--- config.mk ---
export PLATFORM = sky130hd
export DESIGN_NAME = sifive_scope_tl_c_echo_tracer_flat
export DESIGN_NICKNAME = d
export VERILOG_FILES = /design/src/rtl/sifive_scope_tl_c_echo_tracer_if.sv /design/src/rtl/sifive_scope_tl_c_echo_tracer.sv /design/src/flat_wrapper.sv
export SDC_FILE = /design/constraint.sdc
export NUM_CORES = 1
export LEC_CHECK = 0
export CAP_MARGIN = 40
export CORE_MARGIN = 2
export CORE_UTILIZATION = 45
export DETAILED_ROUTE_END_ITERATION = 6
export PLACE_DENSITY = 0.69
export SLEW_MARGIN = 20
export SYNTH_ARGS = -nofsm -noshare
export SYNTH_HDL_FRONTEND = slang
export SYNTH_SLANG_ARGS = --single-unit
export TNS_END_PERCENT = 1
--- constraint.sdc ---
create_clock -name clock -period 6 [get_ports clock]
set_input_delay 1.2 -clock clock [delete_from_list [all_inputs] [get_ports clock]]
set_output_delay 1.2 -clock clock [all_outputs]
set_load 0.03 [all_outputs]
--- src/rtl/sifive_scope_tl_c_echo_tracer_if.sv ---
// Snoop bundle for the C-channel echo tracer: per-channel beat fields plus the drain port.
// Entry width grows by 16 bits when SIFIVE_SCOPE_TL_C_ECHO_TS_EN is defined.
interface sifive_scope_tl_c_echo_tracer_if #(
  parameter int NUM_CH = 2,
  parameter int ECHO_W = 4,
  parameter int ADDR_W = 32,
  parameter int CH_W   = 1
);
`ifdef SIFIVE_SCOPE_TL_C_ECHO_TS_EN
  localparam int ENTRY_W = 16 + CH_W + 3 + ECHO_W + ADDR_W;
`else
  localparam int ENTRY_W = CH_W + 3 + ECHO_W + ADDR_W;
`endif

  logic [NUM_CH-1:0]        c_valid;
  logic [NUM_CH-1:0]        c_ready;
  logic [NUM_CH*3-1:0]      c_opcode;
  logic [NUM_CH*ECHO_W-1:0] c_echo;
  logic [NUM_CH*ADDR_W-1:0] c_address;
  logic                     rd_valid;
  logic                     rd_ready;
  logic [ENTRY_W-1:0]       rd_data;

  modport master (
    output c_valid, c_ready, c_opcode, c_echo, c_address, rd_ready,
    input  rd_valid, rd_data
  );

  modport slave (
    input  c_valid, c_ready, c_opcode, c_echo, c_address, rd_ready,
    output rd_valid, rd_data
  );
endinterface

--- src/rtl/sifive_scope_tl_c_echo_tracer.sv ---
// Trace buffer for TileLink C-channel beats, frozen a programmable distance after a trigger.
// Optional timestamp per entry: define SIFIVE_SCOPE_TL_C_ECHO_TS_EN.
module sifive_scope_tl_c_echo_tracer #(
  parameter int NUM_CH = 2,
  parameter int ECHO_W = 4,
  parameter int ADDR_W = 32,
  parameter int DEPTH  = 16,
  parameter int CH_W   = (NUM_CH > 1) ? $clog2(NUM_CH) : 1
) (
  input  logic                          clock,
  input  logic                          reset_n,
  sifive_scope_tl_c_echo_tracer_if.slave bus,
  input  logic                          arm,
  input  logic [2:0]                    trig_opcode,
  input  logic [ECHO_W-1:0]             trig_echo_val,
  input  logic [ECHO_W-1:0]             trig_echo_msk,
  input  logic [$clog2(DEPTH):0]        post_cnt,
  output logic [1:0]                    state,
  output logic [7:0]                    dropped
);
  localparam int PTR_W  = $clog2(DEPTH);
  localparam int CNT_W  = PTR_W + 1;
  localparam int BASE_W = CH_W + 3 + ECHO_W + ADDR_W;
`ifdef SIFIVE_SCOPE_TL_C_ECHO_TS_EN
  localparam int ENTRY_W = 16 + BASE_W;
`else
  localparam int ENTRY_W = BASE_W;
`endif
  localparam logic [CNT_W-1:0] FULL = CNT_W'(DEPTH);

  // state | meaning
  // IDLE  | waiting for arm, snoop ignored
  // ARMED | capturing, watching for trigger
  // POST  | capturing the post-trigger beats
  // DONE  | window frozen, draining oldest-first
  typedef enum logic [1:0] {IDLE = 2'b00, ARMED = 2'b01, POST = 2'b10, DONE = 2'b11} state_t;
  state_t state_q, state_n;

  logic [ENTRY_W-1:0] mem [DEPTH];
  logic [PTR_W-1:0]   wr_ptr, wr_ptr_n, rd_ptr, rd_ptr_inc;
  logic [CNT_W-1:0]   count, count_n, remaining;
  logic               rd_valid_q;
  logic [ENTRY_W-1:0] rd_data_q;
  logic [NUM_CH-1:0]  fire;
  logic               any_fire, trig_hit, capture, pop;
  logic [CH_W-1:0]    sel;
  logic [2:0]         n_fire, sel_op;
  logic [ECHO_W-1:0]  sel_echo;
  logic [ADDR_W-1:0]  sel_addr;
  logic [BASE_W-1:0]  beat;
  logic [ENTRY_W-1:0] entry;
  logic [8:0]         drop_sum;

  always_comb begin
    fire   = bus.c_valid & bus.c_ready;
    sel    = '0;
    n_fire = '0;
    for (int i = NUM_CH - 1; i >= 0; i--) if (fire[i]) sel = CH_W'(i);
    for (int i = 0; i < NUM_CH; i++) n_fire = n_fire + {2'b00, fire[i]};
  end

  assign any_fire = |fire;
  assign sel_op   = bus.c_opcode[3*int'(sel) +: 3];
  assign sel_echo = bus.c_echo[ECHO_W*int'(sel) +: ECHO_W];
  assign sel_addr = bus.c_address[ADDR_W*int'(sel) +: ADDR_W];
  assign beat     = {sel, sel_op, sel_echo, sel_addr};
  assign trig_hit = (sel_op == trig_opcode) && (((sel_echo ^ trig_echo_val) & trig_echo_msk) == '0);
  assign capture  = any_fire && !arm && (state_q == ARMED || state_q == POST);
  assign pop      = (state_q == DONE) && rd_valid_q && bus.rd_ready && !arm;
  assign drop_sum = {1'b0, dropped} + (any_fire ? {6'd0, n_fire - 3'd1} : 9'd0);
  assign wr_ptr_n = capture ? wr_ptr + PTR_W'(1) : wr_ptr;
  assign count_n  = (capture && count != FULL) ? count + CNT_W'(1) : count;
  assign rd_ptr_inc = rd_ptr + PTR_W'(1);

`ifdef SIFIVE_SCOPE_TL_C_ECHO_TS_EN
  logic [15:0] ts;
  always_ff @(posedge clock or negedge reset_n) begin
    if (!reset_n) ts <= '0;
    else          ts <= ts + 16'd1;
  end
  assign entry = {ts, beat};
`else
  assign entry = beat;
`endif

  always_ff @(posedge clock or negedge reset_n) begin
    if (!reset_n) state_q <= IDLE;
    else          state_q <= state_n;
  end

  always_comb begin
    state_n = state_q;
    if (arm) state_n = ARMED;
    else begin
      case (state_q)
        IDLE:    state_n = IDLE;
        ARMED:   if (capture && trig_hit) state_n = (post_cnt == '0) ? DONE : POST;
        POST:    if (capture && remaining == CNT_W'(1)) state_n = DONE;
        DONE:    if (count == '0 || (pop && count == CNT_W'(1))) state_n = IDLE;
        default: state_n = IDLE;
      endcase
    end
  end

  always_ff @(posedge clock) begin
    if (capture) mem[wr_ptr] <= entry;
  end

  always_ff @(posedge clock or negedge reset_n) begin
    if (!reset_n) begin
      wr_ptr     <= '0;
      rd_ptr     <= '0;
      count      <= '0;
      remaining  <= '0;
      dropped    <= '0;
      rd_valid_q <= 1'b0;
      rd_data_q  <= '0;
    end else if (arm) begin
      wr_ptr     <= '0;
      count      <= '0;
      dropped    <= '0;
      rd_valid_q <= 1'b0;
    end else begin
      if (state_q != IDLE) dropped <= (drop_sum > 9'd255) ? 8'hFF : drop_sum[7:0];
      wr_ptr <= wr_ptr_n;
      count  <= count_n;
      if (state_q == ARMED && capture && trig_hit) remaining <= post_cnt;
      else if (state_q == POST && capture)         remaining <= remaining - CNT_W'(1);
      // oldest entry sits count slots behind the write pointer, modulo DEPTH
      if (state_n == DONE && state_q != DONE) rd_ptr <= wr_ptr_n - count_n[PTR_W-1:0];
      if (pop) begin
        rd_ptr <= rd_ptr_inc;
        count  <= count - CNT_W'(1);
        if (count == CNT_W'(1)) rd_valid_q <= 1'b0;
        else                    rd_data_q  <= mem[rd_ptr_inc];
      end else if (state_q == DONE && !rd_valid_q && count != '0) begin
        rd_data_q  <= mem[rd_ptr];
        rd_valid_q <= 1'b1;
      end
    end
  end

  assign state        = state_q;
  assign bus.rd_valid = rd_valid_q;
  assign bus.rd_data  = rd_data_q;
endmodule

--- src/flat_wrapper.sv ---
// flat-port wrapper written by rule: the top's interface ports become plain ports
module sifive_scope_tl_c_echo_tracer_flat 
#(
  parameter int NUM_CH = 2,
  parameter int ECHO_W = 4,
  parameter int ADDR_W = 32,
  parameter int DEPTH  = 16,
  parameter int CH_W   = (NUM_CH > 1) ? $clog2(NUM_CH) : 1
)
  (clock, reset_n, arm, trig_opcode, trig_echo_val, trig_echo_msk, post_cnt, state, dropped, bus_c_valid, bus_c_ready, bus_c_opcode, bus_c_echo, bus_c_address, bus_rd_ready, bus_rd_valid, bus_rd_data);
  sifive_scope_tl_c_echo_tracer_if #(.NUM_CH(NUM_CH), .ECHO_W(ECHO_W), .ADDR_W(ADDR_W), .CH_W(CH_W)) bus_i ();
  input  logic clock;
  input  logic reset_n;
  input  logic arm;
  input  logic [2:0] trig_opcode;
  input  logic [ECHO_W-1:0] trig_echo_val;
  input  logic [ECHO_W-1:0] trig_echo_msk;
  input  logic [$clog2(DEPTH):0] post_cnt;
  output logic [1:0] state;
  output logic [7:0] dropped;
  input wire logic [$bits(bus_i.c_valid)-1:0] bus_c_valid;
  input wire logic [$bits(bus_i.c_ready)-1:0] bus_c_ready;
  input wire logic [$bits(bus_i.c_opcode)-1:0] bus_c_opcode;
  input wire logic [$bits(bus_i.c_echo)-1:0] bus_c_echo;
  input wire logic [$bits(bus_i.c_address)-1:0] bus_c_address;
  input wire logic [$bits(bus_i.rd_ready)-1:0] bus_rd_ready;
  output wire logic [$bits(bus_i.rd_valid)-1:0] bus_rd_valid;
  output wire logic [$bits(bus_i.rd_data)-1:0] bus_rd_data;
  assign bus_i.c_valid = bus_c_valid;
  assign bus_i.c_ready = bus_c_ready;
  assign bus_i.c_opcode = bus_c_opcode;
  assign bus_i.c_echo = bus_c_echo;
  assign bus_i.c_address = bus_c_address;
  assign bus_i.rd_ready = bus_rd_ready;
  assign bus_rd_valid = bus_i.rd_valid;
  assign bus_rd_data = bus_i.rd_data;
  sifive_scope_tl_c_echo_tracer #(.NUM_CH(NUM_CH), .ECHO_W(ECHO_W), .ADDR_W(ADDR_W), .DEPTH(DEPTH), .CH_W(CH_W)) u_core (.clock(clock), .reset_n(reset_n), .bus(bus_i), .arm(arm), .trig_opcode(trig_opcode), .trig_echo_val(trig_echo_val), .trig_echo_msk(trig_echo_msk), .post_cnt(post_cnt), .state(state), .dropped(dropped));
endmodule
==> out/results.tsv, run 1 <==
stage	metric	value	unit
outcome	status	finished clean	
yosys	netlist_area	0.0340	mm2
yosys	synth-main-ff-cell	edfxtp_1	
drt	routed_wl	88100	um
min_path	hold_class	in -> async	
critical_path	r2r_end	u_core.rd_ptr[3]	
clocking	clk_path_buf_depth	3	
drt	vias	21237	
clocking	h-tree-depth	3	
flow_run	max_cap_violations	0	
pwr	vdd_drop_max	198	uV
final_layout	multi_input_area	0.0125	mm2
yosys	synth_cell_types	65	
final_layout	mostFrequentLayoutCells	edfxtp_1 (640), mux4_2 (240), nand2_1 (223), clkdlybuf4s50_1 (151), mux2i_1 (125)	
timing	rsz0062_at_grt	no	
timing	tightest_slew	0.884	ns
critical_path	endpoint_kind	flip-flop	
grt	grt_first_pass_wirelength	134000	um
final_layout	mostFrequentLayoutCell	edfxtp_1	
clocking	insertion_delay	0.62	ns
yosys	ys_warn_count	0	
timing	relSlewSlack	41.1	%
floorplan	initial_core_util	45.6	%
critical_path	start_kind	input port	
clocking	path_clk_slew	0.06	ns
timing	fin_setup_tns	0	ns
drt	drc	0	
grt	grt_overflow	0	
grt	first_global_vias	22174	
drt	drt_iter0_drc	2076	
yosys	syn_area_per_cell	15.6	um2
final_layout	final_nets	2439	
pwr	power_density	270	mW/mm2
timing	hold_viol_final	0	
timing	min_period_over_period	73.3	%
critical_path	required	6.50	ns
critical_path	critPathKind	in -> reg	
yosys	ys_seq_area_share	61.6	%
clocking	postCtsSetupBuffers	0	
critical_path	path_max_fanout	20	
final_layout	fill_cells	5910	
yosys	async_reset_ff_share	9.73	%
drt	avgRoutedWirePerCell	26.4	um
critical_path	r2r-start	u_core.state[1]	
place	hpwlAfterDp	53100	um
timing	post-route-min-period	4.40	ns
yosys	synth-edff-count	640	
timing	setup_viol	0	
clocking	clock-sinks	709	
clocking	hold_buffers	0	
timing	skew	0.0226	ns
floorplan	die-area	0.0778	mm2
clocking	cts.repair.resized	0	
final_layout	register_area	0.0210	mm2
critical_path	r2r_cells	15	
clocking	cts_tree	done	
place	gp_congestion	0.843	
final_layout	num_antenna_cells	0	
critical_path	r2r_slack	2.23	ns
place	io_buffers	152	
clocking	root_buffer	clkbuf_16	
grt	antenna_found_initial	0	
pwr	p_total	10.6	mW
yosys	synth_seq_cells	709	
final_layout	final_layout_size_suffix_gt1_share	22.3	%
clocking	cts_inserted_buffers	74	
floorplan	die_h	279	um
drt	via_per_inst	6.35	
timing	fmax	227	MHz
grt	grt_max_degree	102	
yosys	syn_inst	2178	
grt	grt_usage	22.8	%
critical_path	critPathArrivalTime	4.90	ns
drt	dr.pass1.iters	5	
floorplan	chipWidth	279	um
floorplan	io_pins	153	
timing	setup_slack	1.60	ns
drt	drtAntennaViolNets	0	
timing	final-max-slew-violation-count	0	
final_layout	area_growth	15.5	%
floorplan	fp-row-count	100	
pwr	p_leak	12.2	nW
floorplan	core	0.0746	mm2
place	dpl_worst_slack	1.04	ns
## synthesized netlist by cell type (all sizes together) (3+ instances only)
cell type / instances / area share [%]
nor3: 6 / 0.088
mux4: 240 / 16
mux2: 77 / 2.5
mux2i: 125 / 3.7
o21ai: 53 / 0.79
xor2: 11 / 0.28
nand3b: 40 / 0.88
nand2: 225 / 2.5
and3: 10 / 0.18
and2: 6 / 0.11
nor2b: 4 / 0.074
and4: 5 / 0.13
o22ai: 41 / 0.75
buf: 45 / 0.53
a31oi: 44 / 0.81
nand4: 3 / 0.055
nor2: 72 / 0.82
nand3: 54 / 0.79
nand2b: 3 / 0.055
clkbuf: 118 / 1.3
nor4: 5 / 0.092
a21oi: 101 / 1.5
xnor2: 12 / 0.31
a211oi: 42 / 0.93
a221oi: 4 / 0.10
o22a: 3 / 0.077
inv: 17 / 0.19
nor3b: 4 / 0.088
o221ai: 39 / 1.0
edfxtp: 640 / 57
ha: 22 / 0.81
dfrtp: 69 / 5.1
o211a: 3 / 0.088
## where the power goes
group	switching (mW)	leakage (nW)	internal, mW
clock network	1.88	1.16	2.54
registers	0.0324	6.61	5.46
logic	0.402	4.42	0.295
## state kept, by name, summed over array words and instances, names as in the netlist
name,count
u_core.state,2
u_core.mem,640
u_core.count,5
u_core.remaining,5
u_core.wr_ptr,4
u_core.dropped,8
u_core.rd_ptr,4
u_core.bus.rd_data,40
u_core.bus.rd_valid,1
## cell type report
class                           count  area share, %
Clock buffer                      106           5.36
Clock inverter                     30          0.605
Inverter                           18          0.172
Multi-Input combinational cell   1290           31.8
Sequential cell                   709           53.3
Tap cell                          969           3.09
Timing Repair Buffer              220           5.63
## cells by family after synthesis
kind of cell    synth area share, %
compound gates                 6.64
xor+xnor                      0.592
fa+ha+maj                     0.927
buf+inv                        2.03
flops                          61.6
mux                            22.1
other cells                  0.0110
simple gates                   6.09
## critical path: stages
cell             delay, ns
clkdlybuf4s50_1       0.47
and2_1                0.38
o211a_1               0.57
inv_1                 0.13
a31oi_1               0.43
nand2_1               0.16
xor2_1                0.18
ha_1                  0.36
a21oi_1               0.14
o21ai_0               0.11
xnor2_1               0.18
xnor2_1               0.15
xnor2_1               0.14
o32ai_1               0.09
a31o_1                0.20
## routing by layer
metal	track usage, %	part of all wire (%)
met3	3.36	7.0
met4	8.15	2.8
met5	0	0
met1	29.4	39
met2	39.5	51
## metrics by stage
step / cells / hold WS, ns / area (um2) / utilization (%)
6_report: 3342 / 0.507 / 39300 / 52.7
4_1_cts: 3342 / 0.500 / 39300 / 52.7
3_5_place_dp: 3206 / 0.512 / 36900 / 49.5
2_1_floorplan: 2180 / 0.483 / 34000 / -
5_1_grt: 3342 / 0.519 / 39300 / 52.7
3_3_place_gp: 3197 / 0.503 / 36800 / 49.3
## worst max path at each step
stage / start / to / slack, ns
floorplan: arm / u_core.mem[4][0] / 0.24
global placement: bus_c_valid[0] / u_core.rd_ptr[3] / 1.10
detailed placement: bus_c_valid[0] / u_core.rd_ptr[3] / 1.04
CTS: bus_c_valid[0] / u_core.rd_ptr[3] / 1.68
global route: bus_c_valid[0] / u_core.rd_ptr[3] / 1.23
finish: bus_c_valid[0] / u_core.rd_ptr[3] / 1.60
Power figures use the tool's default switching activity.
==> run 2, diff against run 1 <==
==> constraint.sdc (replaced) <==
create_clock -name clock -period 4.3 [get_ports clock]
set_input_delay 0.86 -clock clock [delete_from_list [all_inputs] [get_ports clock]]
set_output_delay 0.86 -clock clock [all_outputs]
set_load 0.03 [all_outputs]
==> out/results.tsv, run 2 (synthesized netlist as in run 1, its figures left out) <==
stage	metric	value	unit	change
place	hpwlAfterDp	50500	um	was 53100 um
floorplan	die_h	279	um	unchanged
critical_path	critPathArrivalTime	3.99	ns	was 4.90 ns
pwr	power_density	375	mW/mm2	was 270 mW/mm2
critical_path	endpoint_kind	flip-flop		unchanged
drt	drtAntennaViolNets	0		unchanged
timing	fin_setup_tns	0	ns	unchanged
place	gp_congestion	0.875		was 0.843
clocking	clock-sinks	709		unchanged
critical_path	required	4.78	ns	was 6.50 ns
drt	drt_iter0_drc	2512		was 2076
final_layout	fin_cells	3347		was 3342
critical_path	r2r_end	u_core.rd_ptr[3]		unchanged
final_layout	fill_cells	5884		was 5910
timing	fmax	285	MHz	
critical_path	start_kind	input port		unchanged
critical_path	critPathMaxStageDelay	0.49	ns	was 0.57 ns
timing	setup_slack	0.788	ns	was 1.60 ns
floorplan	io_pins	153		unchanged
final_layout	mostFrequentLayoutCell	edfxtp_1		unchanged
final_layout	multi_input_area	0.0125	mm2	about the same
timing	final-max-slew-violation-count	0		unchanged
clocking	insertion_delay	0.61	ns	was 0.62 ns
clocking	path_clk_slew	0.06	ns	about the same
drt	vias	21494		was 21237
drt	routed_wl	91200	um	was 88100 um
final_layout	regMostFlops	u_core.mem		unchanged
grt	grt_overflow	0		unchanged
grt	grt_max_degree	101		was 102
timing	min_period_over_period	81.7	%	
floorplan	initial_core_util	45.6	%	unchanged
grt	grt_first_pass_wirelength	138000	um	was 134000 um
final_layout	area_growth	16.3	%	was 15.5%
clocking	root_buffer	clkbuf_16		unchanged
critical_path	path_common_cell	xnor2_1		unchanged
clocking	h-tree-depth	3		unchanged
clocking	clk_path_buf_depth	3		unchanged
timing	setup_viol	0		unchanged
final_layout	largest_reg_flops	640		unchanged
timing	skew	0.0324	ns	was 0.0226 ns
clocking	cts_inserted_buffers	73		was 74
outcome	status	finished clean		unchanged
timing	rsz0062_at_grt	no		unchanged
final_layout	final_cell_area	0.0396	mm2	was 0.0393 mm2
floorplan	fp-row-count	100		unchanged
critical_path	crit_buf_inv	2		unchanged
grt	first_global_vias	22295		was 22174
final_layout	num_antenna_cells	0		unchanged
place	place_inst	3211		was 3206
pwr	vdd_drop_max	215	uV	was 198 uV
critical_path	path_max_fanout	6		was 20
final_layout	register_area	0.0210	mm2	unchanged
final_layout	mostFrequentLayoutCells	edfxtp_1 (640), mux4_2 (240), nand2_1 (223), clkdlybuf4s50_1 (151), mux2i_1 (125)		unchanged
timing	hold_viol_final	0		unchanged
place	placed_area	0.0372	mm2	was 0.0369 mm2
critical_path	critPathKind	in -> reg		unchanged
flow_run	max_cap_violations	0		unchanged
drt	drc	0		unchanged
clocking	cts.repair.resized	0		unchanged
final_layout	final_nets	2444		was 2439
critical_path	r2r-start	u_core.state[0]		was u_core.state[1]
place	io_buffers	152		unchanged
clocking	postCtsSetupBuffers	0		unchanged
critical_path	cp_slowest_cell	clkdlybuf4s50_1		was o211a_1
timing	tightest_slew	0.905	ns	was 0.884 ns
clocking	cts_tree	done		unchanged
floorplan	die-area	0.0778	mm2	unchanged
pwr	p_total	14.8	mW	was 10.6 mW
drt	via_per_inst	6.42		was 6.35
floorplan	chipWidth	279	um	unchanged
floorplan	core	0.0746	mm2	unchanged
final_layout	final_layout_size_suffix_gt1_share	22.1	%	was 22.3%
clocking	hold_buffers	0		unchanged
place	dpl_worst_slack	0.239	ns	was 1.04 ns
critical_path	r2r_slack	0.98	ns	was 2.23 ns
critical_path	path_cells	clkdlybuf4s50_1 > and2_1 > o211a_1 > inv_1 > a31oi_1 > nand2_1 > xor2_1 > ha_1 > a21oi_1 > o21ai_0 > xnor2_1 > xnor2_1 > xnor2_1 > o32ai_1 > a31o_1		unchanged
final_layout	post-route-util	53.0	%	was 52.7%
min_path	hold_class	in -> async		unchanged
timing	relSlewSlack	39.7	%	was 41.1%
drt	dr.pass1.iters	5		unchanged
drt	avgRoutedWirePerCell	27.2	um	was 26.4 um
critical_path	critPathTopFamily	compound AO/OA/AOI/OAI gates		unchanged
grt	antenna_found_initial	0		unchanged
timing	whs	0.0689	ns	was 0.507 ns
pwr	p_leak	12.3	nW	was 12.2 nW
timing	post-route-min-period	3.51	ns	
critical_path	r2r_cells	15		unchanged
grt	grt_usage	23.7	%	was 22.8%
==> run 2: cell count changes in the layout (fill, tap and decap cells not counted), moves of 2 or more <==
cell / delta
clkinv_2: -10
bufinv_16: +2
clkbuf_8: -3
buf_16: -2
clkinvlp_4: +3
buf_12: +22
clkbuf_1: +3
clkinv_1: +6
buf_4: -13
clkinv_8: -2
==> run 2: final cells by class <==
cell class / instances / share of cell area (%)
clock inverter: 29 / 0.629
multi-input combinational: 1290 / 31.6
clock buffer: 106 / 5.25
timing repair buffer: 226 / 6.29
inverter: 18 / 0.171
sequential: 709 / 53.0
tap: 969 / 3.07
==> run 2: worst max-delay path by stage <==
stage | startpoint | endpoint | slack [ns] | depth (start not counted)
floorplan | arm | u_core.mem[4][0] | -1.12 | 7
global placement | bus_c_valid[1] | u_core.rd_ptr[3] | 0.24 | 15
detailed placement | bus_c_valid[1] | u_core.rd_ptr[3] | 0.24 | 15
CTS | bus_c_valid[1] | u_core.rd_ptr[3] | 0.86 | 15
global route | bus_c_valid[1] | u_core.rd_ptr[3] | 0.59 | 15
finish | bus_c_valid[1] | u_core.rd_ptr[3] | 0.79 | 15
==> run 2: report_power, final <==
| part | internal [mW] | total (mW) | leakage [nW] | switching [mW] |
|---|---|---|---|---|
| clock | 3.60 | 6.17 | 1.12 | 2.57 |
| sequential | 7.62 | 7.67 | 6.61 | 0.0518 |
| combinational | 0.416 | 0.977 | 4.52 | 0.562 |
| total | 11.6 | 14.8 | 12.3 | 3.18 |
==> run 2: metal layers <==
metal / up-vias / GRT usage, % / wire length [um]
met4: 0 / 8.13 / 2760
met5: - / 0 / 0
li1: 9088 / - / -
met3: 185 / 3.75 / 7110
met1: 11186 / 30.8 / 35300
met2: 1035 / 40.6 / 46000
==> run 3, diff against run 2 <==
==> constraint.sdc (replaced) <==
create_clock -name clock -period 3.3 [get_ports clock]
set_input_delay 0.66 -clock clock [delete_from_list [all_inputs] [get_ports clock]]
set_output_delay 0.66 -clock clock [all_outputs]
set_load 0.03 [all_outputs]
==> out/results.tsv, run 3 (synthesized netlist as in run 1, its figures left out) <==
stage	metric	value	unit	change
outcome	status	finished clean		unchanged
final_layout	fin_cells	3393		was 3347
final_layout	mostFrequentLayoutCells	edfxtp_1 (640), mux4_2 (240), nand2_1 (223), clkdlybuf4s50_1 (151), mux2i_1 (125)		unchanged
critical_path	crit_cells	15		unchanged
final_layout	largest_reg_flops	640		unchanged
grt	antenna_found_initial	0		unchanged
grt	grt_max_degree	95		was 101
grt	first_global_vias	22252		was 22295
timing	fin_setup_tns	0	ns	unchanged
final_layout	final_cell_area	0.0400	mm2	was 0.0396 mm2
critical_path	r2r_cells	15		unchanged
pwr	p_seq_share	51.2	%	was 51.8%
final_layout	area_growth	17.7	%	was 16.3%
place	dpl_worst_slack	-0.436	ns	was 0.239 ns
pwr	pwr-share-clk	42.1	%	was 41.6%
clocking	clock-sinks	709		unchanged
floorplan	initial_core_util	45.6	%	unchanged
pwr	p_int	15.2	mW	was 11.6 mW
pwr	p_sw_share	22.0	%	was 21.5%
grt	grt_overflow	0		unchanged
drt	dr.pass1.iters	5		unchanged
clocking	cts_tree	done		unchanged
place	io_buffers	152		unchanged
clocking	hold_buffers	0		unchanged
flow_run	max_cap_violations	0		unchanged
pwr	vdd_drop_max	345	uV	was 215 uV
timing	final-max-slew-violation-count	0		unchanged
place	placed_area	0.0376	mm2	was 0.0372 mm2
final_layout	final_nets	2488		was 2444
timing	setup_slack	0.199	ns	was 0.788 ns
drt	via_per_inst	6.34		was 6.42
floorplan	fp-row-count	100		unchanged
pwr	power_density	488	mW/mm2	was 375 mW/mm2
critical_path	crit_buf_inv	2		unchanged
critical_path	cp_slowest_cell	dfrtp_1		was clkdlybuf4s50_1
place	gp_congestion	0.840		was 0.875
pwr	p_leak	12.5	nW	was 12.3 nW
place	hpwlAfterDp	51300	um	was 50500 um
final_layout	mostFrequentLayoutCell	edfxtp_1		unchanged
drt	drt_iter0_drc	2296		was 2512
timing	whs	0.0744	ns	was 0.0689 ns
clocking	path_clk_slew	0.06	ns	about the same
timing	post-route-min-period	3.10	ns	
min_path	hold_class	in -> async		unchanged
floorplan	die_h	279	um	unchanged
critical_path	required	3.81	ns	was 4.78 ns
floorplan	die-area	0.0778	mm2	unchanged
grt	grt_first_pass_wirelength	136000	um	was 138000 um
pwr	comb_power_share	6.7	%	was 6.6%
final_layout	num_antenna_cells	0		unchanged
timing	skew	0.0237	ns	was 0.0324 ns
critical_path	endpoint_kind	flip-flop		unchanged
final_layout	final_layout_size_suffix_gt1_share	23.6	%	was 22.1%
clocking	clk_path_buf_depth	3		unchanged
timing	rsz0062_at_grt	no		unchanged
clocking	h-tree-depth	3		unchanged
drt	drtAntennaViolNets	0		unchanged
timing	tightest_slew	0.879	ns	was 0.905 ns
clocking	cts_inserted_buffers	75		was 73
timing	fmax	323	MHz	
floorplan	chipWidth	279	um	unchanged
critical_path	start_kind	flip-flop		was input port
critical_path	crit_start	u_core.state[1]		was bus_c_valid[1]
floorplan	io_pins	153		unchanged
critical_path	critPathKind	reg -> reg		was in -> reg
clocking	insertion_delay	0.63	ns	was 0.61 ns
critical_path	path_max_fanout	4		was 6
drt	routed_wl	90000	um	was 91200 um
pwr	p_sw	4.30	mW	was 3.18 mW
final_layout	regMostFlops	u_core.mem		unchanged
floorplan	core	0.0746	mm2	unchanged
pwr	p_total	19.5	mW	was 14.8 mW
timing	hold_viol_final	0		unchanged
clocking	root_buffer	clkbuf_16		unchanged
critical_path	critPathArrivalTime	3.61	ns	was 3.99 ns
place	place_inst	3253		was 3211
grt	grt_usage	23.2	%	was 23.7%
timing	setup_viol	0		unchanged
critical_path	path_cells	inv_1 > ha_1 > o211a_1 > inv_1 > a31oi_4 > nand2_1 > xor2_1 > ha_1 > a21oi_2 > o21ai_1 > xnor2_1 > xnor2_1 > xnor2_1 > o32ai_1 > a31o_1		was clkdlybuf4s50_1 > and2_1 > o211a_1 > inv_1 > a31oi_1 > nand2_1 > xor2_1 > ha_1 > a21oi_1 > o21ai_0 > xnor2_1 > xnor2_1 > xnor2_1 > o32ai_1 > a31o_1
timing	min_period_over_period	94.0	%	
critical_path	r2r-start	u_core.state[1]		was u_core.state[0]
critical_path	critPathMaxStageDelay	0.40	ns	was 0.49 ns
critical_path	critPathTopFamily	compound AO/OA/AOI/OAI gates		unchanged
critical_path	path_common_cell	xnor2_1		unchanged
drt	vias	21517		was 21494
final_layout	post-route-util	53.7	%	was 53.0%
drt	drc	0		unchanged
drt	avgRoutedWirePerCell	26.5	um	was 27.2 um
timing	relSlewSlack	41.4	%	was 39.7%
## run 3: cell types whose count changed in the layout (fill, tap and decap cells not counted), sizes merged
cell	change
bufinv	+1
buf	+42
clkinvlp	-2
clkbuf	+1
clkinv	+1
inv	+3
## run 3: per-layer routing
layer	wire, um	global-route usage (%)	vias to the layer above
met5	0	0	-
met4	2500	8.01	0
met3	6110	3.25	177
met2	45600	40.0	973
met1	35800	30.3	11179
li1	-	-	9188
## run 3: timing repair
item | in CTS | in global routing
setup endpoints to repair | 0 | 1
buffers inserted | 0 | 1
resized for setup | 0 | 4
## run 3: final timing paths
kind	endpoint	slack, ns
setup / recovery	u_core.rd_ptr[3]	0.20
hold / removal	u_core.bus.rd_data[25]	0.07
setup reg to reg	u_core.rd_ptr[3]	0.20
hold reg to reg	u_core.bus.rd_data[34]	0.53
max in group asynchronous	u_core.bus.rd_data[12]	2.55
min in group clock	u_core.bus.rd_data[34]	0.53
## run 3: worst register-to-register path: stages (launching register included)
cell and delay (ns):
dfrtp_1 0.40, inv_1 0.10, ha_1 0.31, o211a_1 0.19, inv_1 0.09, a31oi_4 0.19
nand2_1 0.11, xor2_1 0.16, ha_1 0.35, a21oi_2 0.14, o21ai_1 0.09, xnor2_1 0.21
xnor2_1 0.19, xnor2_1 0.18, o32ai_1 0.10, a31o_1 0.21
## run 3: power by group through the flow
stage | sequential (mW) | clock, mW | combinational [mW]
after detailed placement | 10.2 | 0 | 1.31
after global placement | 10.2 | 0 | 1.28
after CTS | 9.99 | 8.37 | 1.31
after global routing | 10.0 | 8.73 | 1.42
after floorplan | 10.2 | 0 | 0.708
final | 9.99 | 8.23 | 1.31
## run 3: layout make-up
cell class / count / area [um2]
Clock buffer: 107 / 2030
Clock inverter: 32 / 363
Fill cell: 5876 / 34600
Inverter: 18 / 67.6
Multi-Input combinational cell: 1290 / 12500
Sequential cell: 709 / 21000
Tap cell: 969 / 1210
Timing Repair Buffer: 268 / 2840
